**config.mk**
```make
export PLATFORM = sky130hd
export DESIGN_NAME = majority_sched
export DESIGN_NICKNAME = d
export VERILOG_FILES = /design/src/rtl/majority_pkg.sv /design/src/rtl/maj_accum.sv /design/src/rtl/majority_sched.sv
export SDC_FILE = /design/constraint.sdc
export NUM_CORES = 1
export LEC_CHECK = 0
export CORE_ASPECT_RATIO = 1.4
export CORE_MARGIN = 5
export CORE_UTILIZATION = 40
export DETAILED_ROUTE_END_ITERATION = 12
export HOLD_SLACK_MARGIN = 0.02
export PLACE_DENSITY_LB_ADDON = 0.12
export SETUP_SLACK_MARGIN = 0.05
export SYNTH_ARGS = -nofsm -noshare
export SYNTH_HDL_FRONTEND = slang
export SYNTH_SLANG_ARGS = --single-unit
```
**constraint.sdc**
```tcl
create_clock -name clk -period 3.4 [get_ports clk]
set_clock_uncertainty 0.05 [all_clocks]
set_input_delay 0.68 -clock clk [delete_from_list [all_inputs] [get_ports clk]]
set_output_delay 0.68 -clock clk [all_outputs]
set_load 0.02 [all_outputs]
```
**src/rtl/majority_pkg.sv**
```systemverilog
// majority_pkg: FSM state type, tie rule and majority decision shared by majority_sched.
package majority_pkg;

  typedef enum logic [1:0] {
    IDLE    = 2'd0,
    GRANT   = 2'd1,
    COLLECT = 2'd2,
    REPORT  = 2'd3
  } state_t;

  localparam bit TIE_ONE   = 1'b1;
  localparam int MAJ_CNT_W = 16;

  // Doubling is done one bit wider than the counters so it can never wrap.
  function automatic logic majority(input logic [MAJ_CNT_W-1:0] ones,
                                    input logic [MAJ_CNT_W-1:0] samples);
    logic [MAJ_CNT_W:0] twice;
    logic [MAJ_CNT_W:0] total;
    twice = {ones, 1'b0};
    total = {1'b0, samples};
    return TIE_ONE ? (twice >= total) : (twice > total);
  endfunction

endpackage

```
**src/rtl/maj_accum.sv**
```systemverilog
// maj_accum: window-length latch, sample/ones counters, last-sample detect and majority result.
module maj_accum
  import majority_pkg::*;
#(
  parameter int MAX_WIN = 255,
  parameter int CW      = $clog2(MAX_WIN + 1)
) (
  input  logic          clk,
  input  logic          rst,
  input  logic          clear_i,
  input  logic [CW-1:0] win_len_i,
  input  logic          accept_i,
  input  logic          bit_i,
  output logic          last_o,
  output logic          result_o
);

  localparam logic [CW-1:0] MAX_WIN_C = CW'(MAX_WIN);

  logic [CW-1:0] wlen_q, wlen_d;
  logic [CW-1:0] ones_q, ones_d;
  logic [CW-1:0] smp_q, smp_d;
  logic [CW-1:0] smp_inc;
  logic [CW-1:0] wlen_clip;

  // Saturation only exists when CW is wider than MAX_WIN needs.
  generate
    if (MAX_WIN < (2 ** CW) - 1) begin : g_sat
      assign wlen_clip = (win_len_i > MAX_WIN_C) ? MAX_WIN_C : win_len_i;
    end else begin : g_nosat
      assign wlen_clip = win_len_i;
    end
  endgenerate

  assign smp_inc = smp_q + CW'(1);

  always_comb begin
    wlen_d = wlen_q;
    ones_d = ones_q;
    smp_d  = smp_q;
    if (clear_i) begin
      wlen_d = (wlen_clip == '0) ? CW'(1) : wlen_clip;
      ones_d = '0;
      smp_d  = '0;
    end else if (accept_i) begin
      smp_d  = smp_inc;
      ones_d = ones_q + CW'(bit_i);
    end
  end

  assign last_o   = accept_i && (smp_inc == wlen_q);
  assign result_o = majority(MAJ_CNT_W'(ones_q), MAJ_CNT_W'(smp_q));

  always_ff @(posedge clk or negedge rst) begin
    if (!rst) begin
      wlen_q <= '0;
      ones_q <= '0;
      smp_q  <= '0;
    end else begin
      wlen_q <= wlen_d;
      ones_q <= ones_d;
      smp_q  <= smp_d;
    end
  end

endmodule

```
**src/rtl/majority_sched.sv**
```systemverilog
// majority_sched: round-robin scheduler sharing one majority-vote engine among NREQ bit streams.
// Optional: define MAJ_TIMEOUT_EN to abandon a window after TIMEOUT cycles without a sample.
module majority_sched
  import majority_pkg::*;
#(
  parameter int NREQ    = 4,
  parameter int MAX_WIN = 255,
  parameter int CW      = $clog2(MAX_WIN + 1),
  parameter int TIMEOUT = 64
) (
  input  logic            clk,
  input  logic            rst,
  input  logic [NREQ-1:0] req,
  input  logic [NREQ-1:0] bit_in,
  input  logic [NREQ-1:0] bit_vld,
  input  logic [CW-1:0]   win_len,
  output logic [NREQ-1:0] gnt,
  output logic            busy,
  output logic            done,
  output logic            result,
  output logic [NREQ-1:0] done_id,
  output logic            abort
);

  localparam int IW = $clog2(NREQ);

  state_t          state_q, state_d;
  logic [NREQ-1:0] gnt_q, gnt_d;
  logic [NREQ-1:0] done_id_q, done_id_d;
  logic [IW-1:0]   gidx_q, gidx_d;
  logic [IW-1:0]   rr_q, rr_d;
  logic            busy_q, busy_d;
  logic            done_q, done_d;
  logic            result_q, result_d;
  logic            abort_q, abort_d;

  logic [IW-1:0]   gidx_next;
  logic [IW-1:0]   pick_idx;
  logic            pick_vld;
  logic [IW:0]     arb_sum;
  logic [IW-1:0]   arb_idx;
  logic            accept;
  logic            acc_last;
  logic            acc_result;
  logic            timeout_hit;

  assign accept    = (state_q == COLLECT) && bit_vld[gidx_q];
  assign gidx_next = (gidx_q == IW'(NREQ - 1)) ? '0 : gidx_q + IW'(1);

  // Walk from the farthest offset down so the nearest requester at/after rr_q wins.
  always_comb begin
    pick_vld = 1'b0;
    pick_idx = '0;
    arb_sum  = '0;
    arb_idx  = '0;
    for (int i = NREQ - 1; i >= 0; i--) begin
      arb_sum = {1'b0, rr_q} + (IW + 1)'(i);
      arb_idx = (arb_sum >= (IW + 1)'(NREQ)) ? IW'(arb_sum - (IW + 1)'(NREQ)) : IW'(arb_sum);
      if (req[arb_idx]) begin
        pick_vld = 1'b1;
        pick_idx = arb_idx;
      end
    end
  end

  maj_accum #(
    .MAX_WIN (MAX_WIN),
    .CW      (CW)
  ) u_accum (
    .clk       (clk),
    .rst       (rst),
    .clear_i   (state_q == GRANT),
    .win_len_i (win_len),
    .accept_i  (accept),
    .bit_i     (bit_in[gidx_q]),
    .last_o    (acc_last),
    .result_o  (acc_result)
  );

`ifdef MAJ_TIMEOUT_EN
  localparam int TW = $clog2(TIMEOUT + 1);

  logic [TW-1:0] idle_q, idle_d;

  always_comb begin
    idle_d = idle_q;
    if ((state_q != COLLECT) || accept) begin
      idle_d = '0;
    end else begin
      idle_d = idle_q + TW'(1);
    end
  end

  assign timeout_hit = (state_q == COLLECT) && !accept && (idle_q == TW'(TIMEOUT - 1));

  always_ff @(posedge clk or negedge rst) begin
    if (!rst) begin
      idle_q <= '0;
    end else begin
      idle_q <= idle_d;
    end
  end
`else
  // Watchdog compiled out: constant low for any legal TIMEOUT.
  assign timeout_hit = (TIMEOUT < 0);
`endif

  always_comb begin
    state_d   = state_q;
    gnt_d     = gnt_q;
    gidx_d    = gidx_q;
    rr_d      = rr_q;
    done_d    = 1'b0;
    abort_d   = 1'b0;
    result_d  = result_q;
    done_id_d = done_id_q;
    busy_d    = 1'b0;
    case (state_q)
      IDLE: begin
        if (pick_vld) begin
          gnt_d   = NREQ'(1) << pick_idx;
          gidx_d  = pick_idx;
          state_d = GRANT;
        end
      end
      GRANT: state_d = COLLECT;
      COLLECT: begin
        // Completion takes priority over a req drop in the same cycle.
        if (acc_last) begin
          state_d = REPORT;
        end else if (!req[gidx_q] || timeout_hit) begin
          abort_d = 1'b1;
          gnt_d   = '0;
          rr_d    = gidx_next;
          state_d = IDLE;
        end
      end
      REPORT: begin
        done_d    = 1'b1;
        result_d  = acc_result;
        done_id_d = gnt_q;
        gnt_d     = '0;
        rr_d      = gidx_next;
        state_d   = IDLE;
      end
      default: state_d = IDLE;
    endcase
    busy_d = (state_d == GRANT) || (state_d == COLLECT);
  end

  always_ff @(posedge clk or negedge rst) begin
    if (!rst) begin
      state_q   <= IDLE;
      gnt_q     <= '0;
      gidx_q    <= '0;
      rr_q      <= '0;
      busy_q    <= 1'b0;
      done_q    <= 1'b0;
      result_q  <= 1'b0;
      done_id_q <= '0;
      abort_q   <= 1'b0;
    end else begin
      state_q   <= state_d;
      gnt_q     <= gnt_d;
      gidx_q    <= gidx_d;
      rr_q      <= rr_d;
      busy_q    <= busy_d;
      done_q    <= done_d;
      result_q  <= result_d;
      done_id_q <= done_id_d;
      abort_q   <= abort_d;
    end
  end

  assign gnt     = gnt_q;
  assign busy    = busy_q;
  assign done    = done_q;
  assign result  = result_q;
  assign done_id = done_id_q;
  assign abort   = abort_q;

endmodule

```
==> results of run 1 <==
## state kept, by name, indices dropped and copies added (netlist names), 2 cells and up
register        count
u_accum.ones_q      8
u_accum.smp_q       8
u_accum.wlen_q      8
done_id             4
gnt                 4
gidx_q              2
rr_q                2
state_q             2
## power by group through the flow
| stage | sequential, uW | clock, uW | combinational (uW) |
|---|---|---|---|
| 2_1_floorplan | 826 | 0 | 643 |
| 3_3_place_gp | 808 | 0 | 1020 |
| 3_5_place_dp | 813 | 0 | 1030 |
| 4_1_cts | 802 | 386 | 1040 |
| 5_1_grt | 824 | 407 | 1130 |
| 6_report | 799 | 378 | 1020 |
## path summary, 6_finish.rpt
kind	start	end	slack, ns	cells after the start
worst max-delay path	req[0]	gnt[0]$_DFFE_PN0P_	0.83	6
worst min-delay path	u_accum.ones_q[7]$_DFFE_PN0P_	u_accum.ones_q[7]$_DFFE_PN0P_	0.45	1
worst max register to register	u_accum.smp_q[0]$_DFFE_PN0P_	rr_q[1]$_DFFE_PN0P_	0.89	6
worst min register to register	u_accum.ones_q[7]$_DFFE_PN0P_	u_accum.ones_q[7]$_DFFE_PN0P_	0.45	1
max in group asynchronous	rst	result$_DFFE_PN0P_	2.22	1
min in group asynchronous	rst	u_accum.smp_q[1]$_DFFE_PN0P_	0.49	1
## routing by layer
metal	global-route usage [%]	share of wire [%]
met5	0	0
met4	7.67	3.9
met3	2.68	3.0
met2	26.3	49
met1	19.8	44
## cells in the mapped netlist (2+ instances only)
cell type	n
a31oi_1	3
mux4_1	2
xor2_1	4
nand3_1	8
mux2_2	9
inv_1	14
o21ai_0	24
buf_2	2
clkbuf_1	3
ha_1	11
nor2_1	20
mux2i_1	2
or3_1	2
nand2_1	47
nand4_1	4
o21a_1	2
nand2b_1	2
nor2b_1	3
nor3_1	6
and3_1	3
o211ai_1	2
dfrtp_1	42
a21oi_1	7
nor4_1	3
xnor2_1	7
or4b_1	2
## kinds of logic (layout without fill, tap and decap cells)
family	count (synthesis)	in the layout
AOI/OAI and AO/OA	50	50
xor gates and xnor gates	11	11
adders and majority gates	11	11
buffers and inverters	21	60
DFF	42	42
muxes	14	14
and+or+nand+nor	108	108
## worst max-delay path, cell delays in order
cell and delay (ns):
clkdlybuf4s50_1 0.51, mux4_2 0.54, a21bo_1 0.23, and2_4 0.17, a41oi_2 0.22, mux2_2 0.36
## placed cells by master (no fill, tap or decap), types with 3 or more instances in the layout
cell	synthesis	routed
o21ai_0	24	24
xor2_1	4	4
nand2_1	47	47
nor2b_1	3	3
xnor2_1	7	7
clkbuf_8	0	8
inv_1	14	14
dfrtp_1	42	42
a31oi_1	3	3
nand4_1	4	4
ha_1	11	11
buf_4	1	5
a21oi_1	7	7
nand3_1	8	8
nor3_1	6	6
nor4_1	3	3
clkdlybuf4s50_1	0	32
and3_1	3	3
mux2_2	9	9
nor2_1	20	20
## layout make-up
class                           instances  area [um2]  area share [%]
Timing Repair Buffer                   38         363            12.4
Sequential cell                        42        1050            35.9
Tap cell                               70        87.6            2.99
Multi-Input combinational cell        194        1260            43.1
Clock buffer                            8         110            3.76
Inverter                               14        52.6            1.80
## through the flow
stage          hold WS [ns]  std cells
2_1_floorplan         0.334        257
3_3_place_gp          0.434        358
3_5_place_dp          0.439        358
4_1_cts               0.459        366
5_1_grt               0.479        366
6_report              0.452        366
==> results.yml, run 1 <==
synthesis:
  ys_seq_area_share_pct: 43.8
  synth_top_cell_area_share_pct: 43.8
  ys.flop_type: "dfrtp_1"
  synth_compound_area_share_pct: 13.2
  syn_inst: 257
  synth_area_mm2: 0.00240
  synthArstFlopShare_pct: 100
  synth_nets: 290
  ys_top_cells_by_area: "dfrtp_1 44%, nand2_1 7.4%, ha_1 5.7%, o21ai_0 5.0%, mux2_2 4.2%"
  synth_top_family_by_area: "simple AND/OR/NAND/NOR gates"
  yosysWarnings: 0
  netlist-cell-type-count: 49
  synth_xor_area_share_pct: 4.02
  synthAdderAreaFrac_pct: 5.74
  synth_top_cell_by_area: "dfrtp_1"
  synth_edf_count: 0
  synth-simple-area-share_pct: 21.5
  synth_area_per_cell_um2: 9.33
  synth_mux_area_share_pct: 8.19
  ys_ff_latch: 42
finish:
  final_util_pct: 49.9
  fin_area_mm2: 0.00293
  nets: 328
  area.growth.synth_to_final_pct: 22.0
  n_antenna_cell: 0
  fillerInstances: 585
  drive_gt1_share_pct: 9.80
placement:
  place_area_mm2: 0.00282
  pre_cts_ws_ns: 0.540
  hpwlAfterDp_um: 4260
  gp_congestion: 0.887
  io_buffers: 33
power:
  clkPwrFrac_pct: 17.2
  p_int_uw: 1340
  power_uw: 2200
  pwr-share-seq_pct: 36.3
  worst_ir_drop_vdd_v: 0.000322
  swShare_pct: 38.8
  switchingPower_uw: 854
  powerDensity_mw_per_mm2: 752
  p_leak_uw: 0.00130
  comb_power_share_pct: 46.5
timing:
  worst_pin_slew_ns: 0.959
  rsz0062_at_grt: "false"
  maxSlewHeadroom_pct: 36.1
  fin_ws_ns: 0.833
  fin_crit_sh_pct: 75.5
  final-hold-violation-count: 0
  min_period_ns: 2.57
  timing.fmax_mhz: 390
  tns_ns: 0
  slew_viol_final: 0
  finalSetupViolations: 0
cts:
  ctsHoldBuffers: 0
  root_buffer: "clkbuf_8"
  clockBufferDepth: 2
  cts_tree: "done"
  clkTransAtPathRegs_ns: 0.08
  cts_buffers: 5
  cts_resized: 0
  clock_latency_ns: 0.29
  cts_sinks: 42
  cts-htree-levels: 2
  post_cts_buffers: 0
setup_path:
  cp.required_ns: 3.54
  critPathCaptureType: "register"
  start_kind: "primary input"
  worst-path-max-fanout: 6
  critPathKind: "in -> reg"
  arrival_ns: 2.70
routing:
  wl_per_cell_um: 15.3
  drt-total-wl_um: 5590
  vias: 1973
  drtAntennaViolNets: 0
  first_pass_iters: 4
  drtIter0Drc: 75
  drcViolationCount: 0
  avgViaCountPerCell: 5.39
global_route:
  grt_pass1_wl_um: 9360
  grt_pass1_vias: 1980
  grt_antenna_before_repair: 0
  grt_overflow_total: 0
  grt_max_degree: 43
  grtUsageTotal_pct: 15.9
run:
  cap_violations: 0
floorplan:
  die_w_um: 75.4
  start_util_pct: 40.9
  die_height_um: 102
  core.rowCount: 33
  design.core.area_mm2: 0.00586
  die-area_mm2: 0.00766
  io_pins: 34
status:
  status: "completed"
hold_path:
  min_path_type: "reg -> reg"
(Power assumes the default switching activity.)
==> inputs of run 2 (changes only) <==
==> constraint.sdc (replaced) <==
create_clock -name clk -period 2.15 [get_ports clk]
set_clock_uncertainty 0.05 [all_clocks]
set_input_delay 0.43 -clock clk [delete_from_list [all_inputs] [get_ports clk]]
set_output_delay 0.43 -clock clk [all_outputs]
set_load 0.02 [all_outputs]
==> results.yml, run 2 (same netlist as run 1, synthesis figures left out) <==
power:
  p_int_uw: 2300
  swShare_pct: 38.6
  comb_power_share_pct: 53.8
  switchingPower_uw: 1450
  clkPwrFrac_pct: 13.0
  pwr-share-seq_pct: 33.1
  p_leak_uw: 0.00152
  power_uw: 3750
  worst_ir_drop_vdd_v: 0.000583
  powerDensity_mw_per_mm2: 1150
global_route:
  use_met3_pct: 2.58
  met2_usage_pct: 27.3
  grt_pass1_wl_um: 9390
  grt_overflow_total: 0
  grt_max_degree: 43
  grtUsageTotal_pct: 16.1
  grt_pass1_vias: 2056
  busiest_layer: "met2"
  grt_antenna_before_repair: 0
  use_met1_pct: 19.9
run:
  cap_violations: 0
cts:
  clock_latency_ns: 0.29
  clockBufferDepth: 2
  cts_tree: "done"
  cts_buffers: 5
  clkTransAtPathRegs_ns: 0.08
  cts_sinks: 42
  root_buffer: "clkbuf_8"
  cts-htree-levels: 2
routing:
  vias: 2093
  drtIter0Drc: 83
  drt-total-wl_um: 5750
  drcViolationCount: 0
  wl_per_cell_um: 14.5
  avgViaCountPerCell: 5.30
  first_pass_iters: 4
  drtAntennaViolNets: 0
floorplan:
  design.core.area_mm2: 0.00586
  die-area_mm2: 0.00766
  die_w_um: 75.4
  start_util_pct: 40.9
  core.rowCount: 33
  die_height_um: 102
  io_pins: 34
setup_path:
  critPathKind: "reg -> reg"
  critPathCaptureType: "register"
  cp.required_ns: 2.27
  arrival_ns: 2.19
  start_kind: "register"
  worst-path-max-fanout: 5
hold_path:
  min_path_type: "in -> async"
placement:
  gp_congestion: 0.814
  place_area_mm2: 0.00304
  hpwlAfterDp_um: 4390
  placedCellCount: 385
  pre_cts_ws_ns: -0.308
  io_buffers: 33
finish:
  mostFrequentLayoutCell: "nand2_1"
  area.growth.synth_to_final_pct: 36.5
  nets: 358
  n_antenna_cell: 0
  stdcell_count: 395
  reg_top3: "u_accum.ones_q x8, u_accum.smp_q x8, u_accum.wlen_q x8"
  layout_common_cells: "45 x nand2_1, 39 x dfrtp_1, 35 x buf_4"
  fin_area_mm2: 0.00327
  drive_gt1_share_pct: 23.4
timing:
  finalSetupViolations: 0
  hold_ws_ns: 0.160
  slew_viol_final: 0
  fin_crit_sh_pct: 95.8
  final-hold-violation-count: 0
  maxSlewHeadroom_pct: 62.9
  rsz0062_at_grt: "true"
  worst_pin_slew_ns: 0.557
  fin_ws_ns: 0.0897
  timing.fmax_mhz: 485
  min_period_ns: 2.06
status:
  status: "completed"
[run 2: cell types whose count changed in the layout (fill, tap and decap cells not counted), sizes merged]
cell	before	now
clkdlybuf4s50	32	24
clkbuf	8	7
dlymetal6s2s	0	8
buf	6	36
[run 2: per-stage QoR]
stage	TNS, ns	util (%)
final	0	55.8
after global routing	0	55.8
after detailed placement	-3.16	51.8
after floorplan	0	-
after CTS	0	53.3
after global placement	-2.87	51.8
[run 2: final timing paths]
kind	depth (start not counted)	to	slack [ns]	startpoint
max in group asynchronous	2	u_accum.smp_q[1]$_DFFE_PN0P_	1.48	rst
max reg2reg	6	gnt[0]$_DFFE_PN0P_	0.09	u_accum.smp_q[3]$_DFFE_PN0P_
min in group clk	2	u_accum.wlen_q[3]$_DFFE_PN0P_	0.45	u_accum.wlen_q[3]$_DFFE_PN0P_
min reg2reg	2	u_accum.wlen_q[3]$_DFFE_PN0P_	0.45	u_accum.wlen_q[3]$_DFFE_PN0P_
min	2	u_accum.ones_q[2]$_DFFE_PN0P_	0.16	rst
max	6	gnt[0]$_DFFE_PN0P_	0.09	u_accum.smp_q[3]$_DFFE_PN0P_
[run 2: per-layer routing]
metal	wire [um]	up-vias
li1	-	1043
met1	2480	999
met2	2990	44
met3	208	7
met4	68	0
met5	0	-
[run 2: power by group through the flow]
stage | Combinational, uW | Sequential (uW) | Clock (uW)
floorplan | 1030 | 1310 | 0
global placement | 1800 | 1240 | 0
detailed placement | 1820 | 1250 | 0
CTS | 1840 | 1240 | 505
global route | 2220 | 1280 | 532
finish | 2020 | 1240 | 489
[run 2: critical path, cell delays in order, from the launching register on]
cell     delay [ns]
dfrtp_1        0.47
nand4_1        0.17
or3_1          0.42
nor4b_4        0.15
buf_4          0.16
a41oi_2        0.19
mux2_2         0.35
[run 2: final cells by class]
cell class                      count  area (um2)
Clock buffer                        7        76.3
Sequential cell                    42        1050
Multi-Input combinational cell    194        1390
Timing Repair Buffer               68         608
Tap cell                           70        87.6
Fill cell                         518        2590
Inverter                           14        52.6
[run 2: timing repair]
| item | in CTS | in global routing |
|---|---|---|
| setup endpoints to repair | 6 | 16 |
| gates resized for setup | 4 | 32 |
| pin swaps | 1 | 7 |
| hold buffers | 0 | 0 |
| setup buffers | 0 | 3 |
==> inputs of run 3 (changes only) <==
--- a/config.mk
+++ b/config.mk
@@ -7,7 +7,7 @@
 export LEC_CHECK = 0
 export CORE_ASPECT_RATIO = 1.4
 export CORE_MARGIN = 5
-export CORE_UTILIZATION = 40
+export CORE_UTILIZATION = 49
 export DETAILED_ROUTE_END_ITERATION = 12
 export HOLD_SLACK_MARGIN = 0.02
 export PLACE_DENSITY_LB_ADDON = 0.12
==> results.yml, run 3 (same netlist as run 1, synthesis figures left out) <==
finish:
  fillerInstances: 423
  reg_top3: "u_accum.ones_q x8, u_accum.smp_q x8, u_accum.wlen_q x8"
  nets: 356
  drive_gt1_share_pct: 24.4
  layout_common_cells: "46 x nand2_1, 36 x dfrtp_1, 32 x buf_4"
  area.growth.synth_to_final_pct: 35.6
  n_antenna_cell: 0
  stdcell_count: 388
  mostFrequentLayoutCell: "nand2_1"
placement:
  placedCellCount: 376
  gp_congestion: 0.813
  io_buffers: 33
  hpwlAfterDp_um: 4210
  pre_cts_ws_ns: -0.306
power:
  switchingPower_uw: 1430
  worst_ir_drop_vdd_v: 0.000627
  pwr-share-seq_pct: 33.0
  powerDensity_mw_per_mm2: 1160
  p_int_uw: 2340
  clkPwrFrac_pct: 16.7
  swShare_pct: 38.0
  p_leak_uw: 0.00146
  comb_power_share_pct: 50.3
timing:
  fin_ws_ns: 0.0965
  timing.fmax_mhz: 487
  min_period_ns: 2.05
  maxSlewHeadroom_pct: 61.3
  finalSetupViolations: 0
  fin_crit_sh_pct: 95.5
  tns_ns: 0
  worst_pin_slew_ns: 0.580
  slew_viol_final: 0
  rsz0062_at_grt: "true"
  final-hold-violation-count: 0
routing:
  wl_per_cell_um: 14.6
  drcViolationCount: 0
  first_pass_iters: 4
  drtIter0Drc: 61
  drtAntennaViolNets: 0
  avgViaCountPerCell: 5.42
  drt-total-wl_um: 5650
  vias: 2103
cts:
  cts_tree: "done"
  clockBufferDepth: 2
  cts-htree-levels: 2
  cts_buffers: 5
  ctsHoldBuffers: 0
  root_buffer: "clkbuf_8"
  cts_sinks: 42
  clock_latency_ns: 0.30
  clkTransAtPathRegs_ns: 0.08
setup_path:
  cp.required_ns: 2.29
  start_kind: "register"
  critPathCaptureType: "register"
  worst-path-max-fanout: 5
  arrival_ns: 2.19
  critPathKind: "reg -> reg"
hold_path:
  min_path_type: "in -> async"
floorplan:
  start_util_pct: 49.9
  die_w_um: 69.1
  die-area_mm2: 0.00641
  design.core.area_mm2: 0.00480
  die_height_um: 92.8
  core.rowCount: 30
  io_pins: 34
global_route:
  grtUsageTotal_pct: 18.1
  grt_max_degree: 24
  grt_pass1_wl_um: 9400
  grt_antenna_before_repair: 0
  grt_overflow_total: 0
  grt_pass1_vias: 2060
run:
  cap_violations: 0
status:
  status: "completed"
[run 3: critical path, stage by stage (launching register included)]
cell	delay, ns
dfrtp_2	0.46
ha_4	0.28
xnor2_1	0.11
nand2_1	0.11
nor4b_2	0.22
buf_4	0.16
a41o_2	0.22
mux2_2	0.33
[run 3: metal layers]
| layer | vias up | routed length (um) | track usage, % |
|---|---|---|---|
| met2 | 41 | 2920 | 32.0 |
| met5 | - | 0 | 0 |
| met3 | 10 | 153 | 3.04 |
| met1 | 1013 | 2450 | 21.8 |
| li1 | 1039 | - | - |
| met4 | 0 | 122 | 7.00 |
[run 3: metrics by stage]
step                      power (uW)  cell area (um2)  hold WS, ns  utilization, %
after floorplan                 2340             2420       0.0844               -
after global placement          3000             3020        0.359            62.8
after detailed placement        3030             3020        0.363            62.8
after CTS                       3700             3150       0.0326            65.5
after global routing            4050             3250       0.0659            67.7
final                           3780             3250       0.0232            67.7
[run 3: final timing paths]
path,startpoint,end,slack (ns),depth (start not counted)
worst max-delay path,u_accum.smp_q[0]$_DFFE_PN0P_,rr_q[1]$_DFFE_PN0P_,0.1,7
worst min-delay path,rst,u_accum.ones_q[0]$_DFFE_PN0P_,0.02,1
worst max register to register,u_accum.smp_q[0]$_DFFE_PN0P_,rr_q[1]$_DFFE_PN0P_,0.1,7
worst min register to register,done_id[2]$_DFFE_PN0P_,done_id[2]$_DFFE_PN0P_,0.45,2
max in group asynchronous,rst,abort$_DFF_PN0_,1.56,2
min in group clk,done_id[2]$_DFFE_PN0P_,done_id[2]$_DFFE_PN0P_,0.45,2
[run 3: area by class of cell]
cell class                      instances  area, um2  area share [%]
Timing Repair Buffer                   66        596            18.3
Inverter                               14       52.6            1.62
Multi-Input combinational cell        194       1350            41.5
Tap cell                               64       80.1            2.46
Clock inverter                          3       45.0            1.39
Clock buffer                            5       68.8            2.12
Sequential cell                        42       1060            32.6
[run 3: power by group through the flow]
stage	sequential (uW)	combinational, uW	clock [uW]
after CTS	1230	1810	654
after detailed placement	1250	1780	0
after floorplan	1310	1030	0
final	1250	1900	632
after global placement	1240	1760	0
after global routing	1280	2090	682
[run 3: repair_timing]
| action | CTS | global route |
|---|---|---|
| setup endpoints to repair | 7 | 15 |
| setup buffers | 0 | 4 |
| resized for setup | 6 | 23 |
| pin swaps | 1 | 10 |
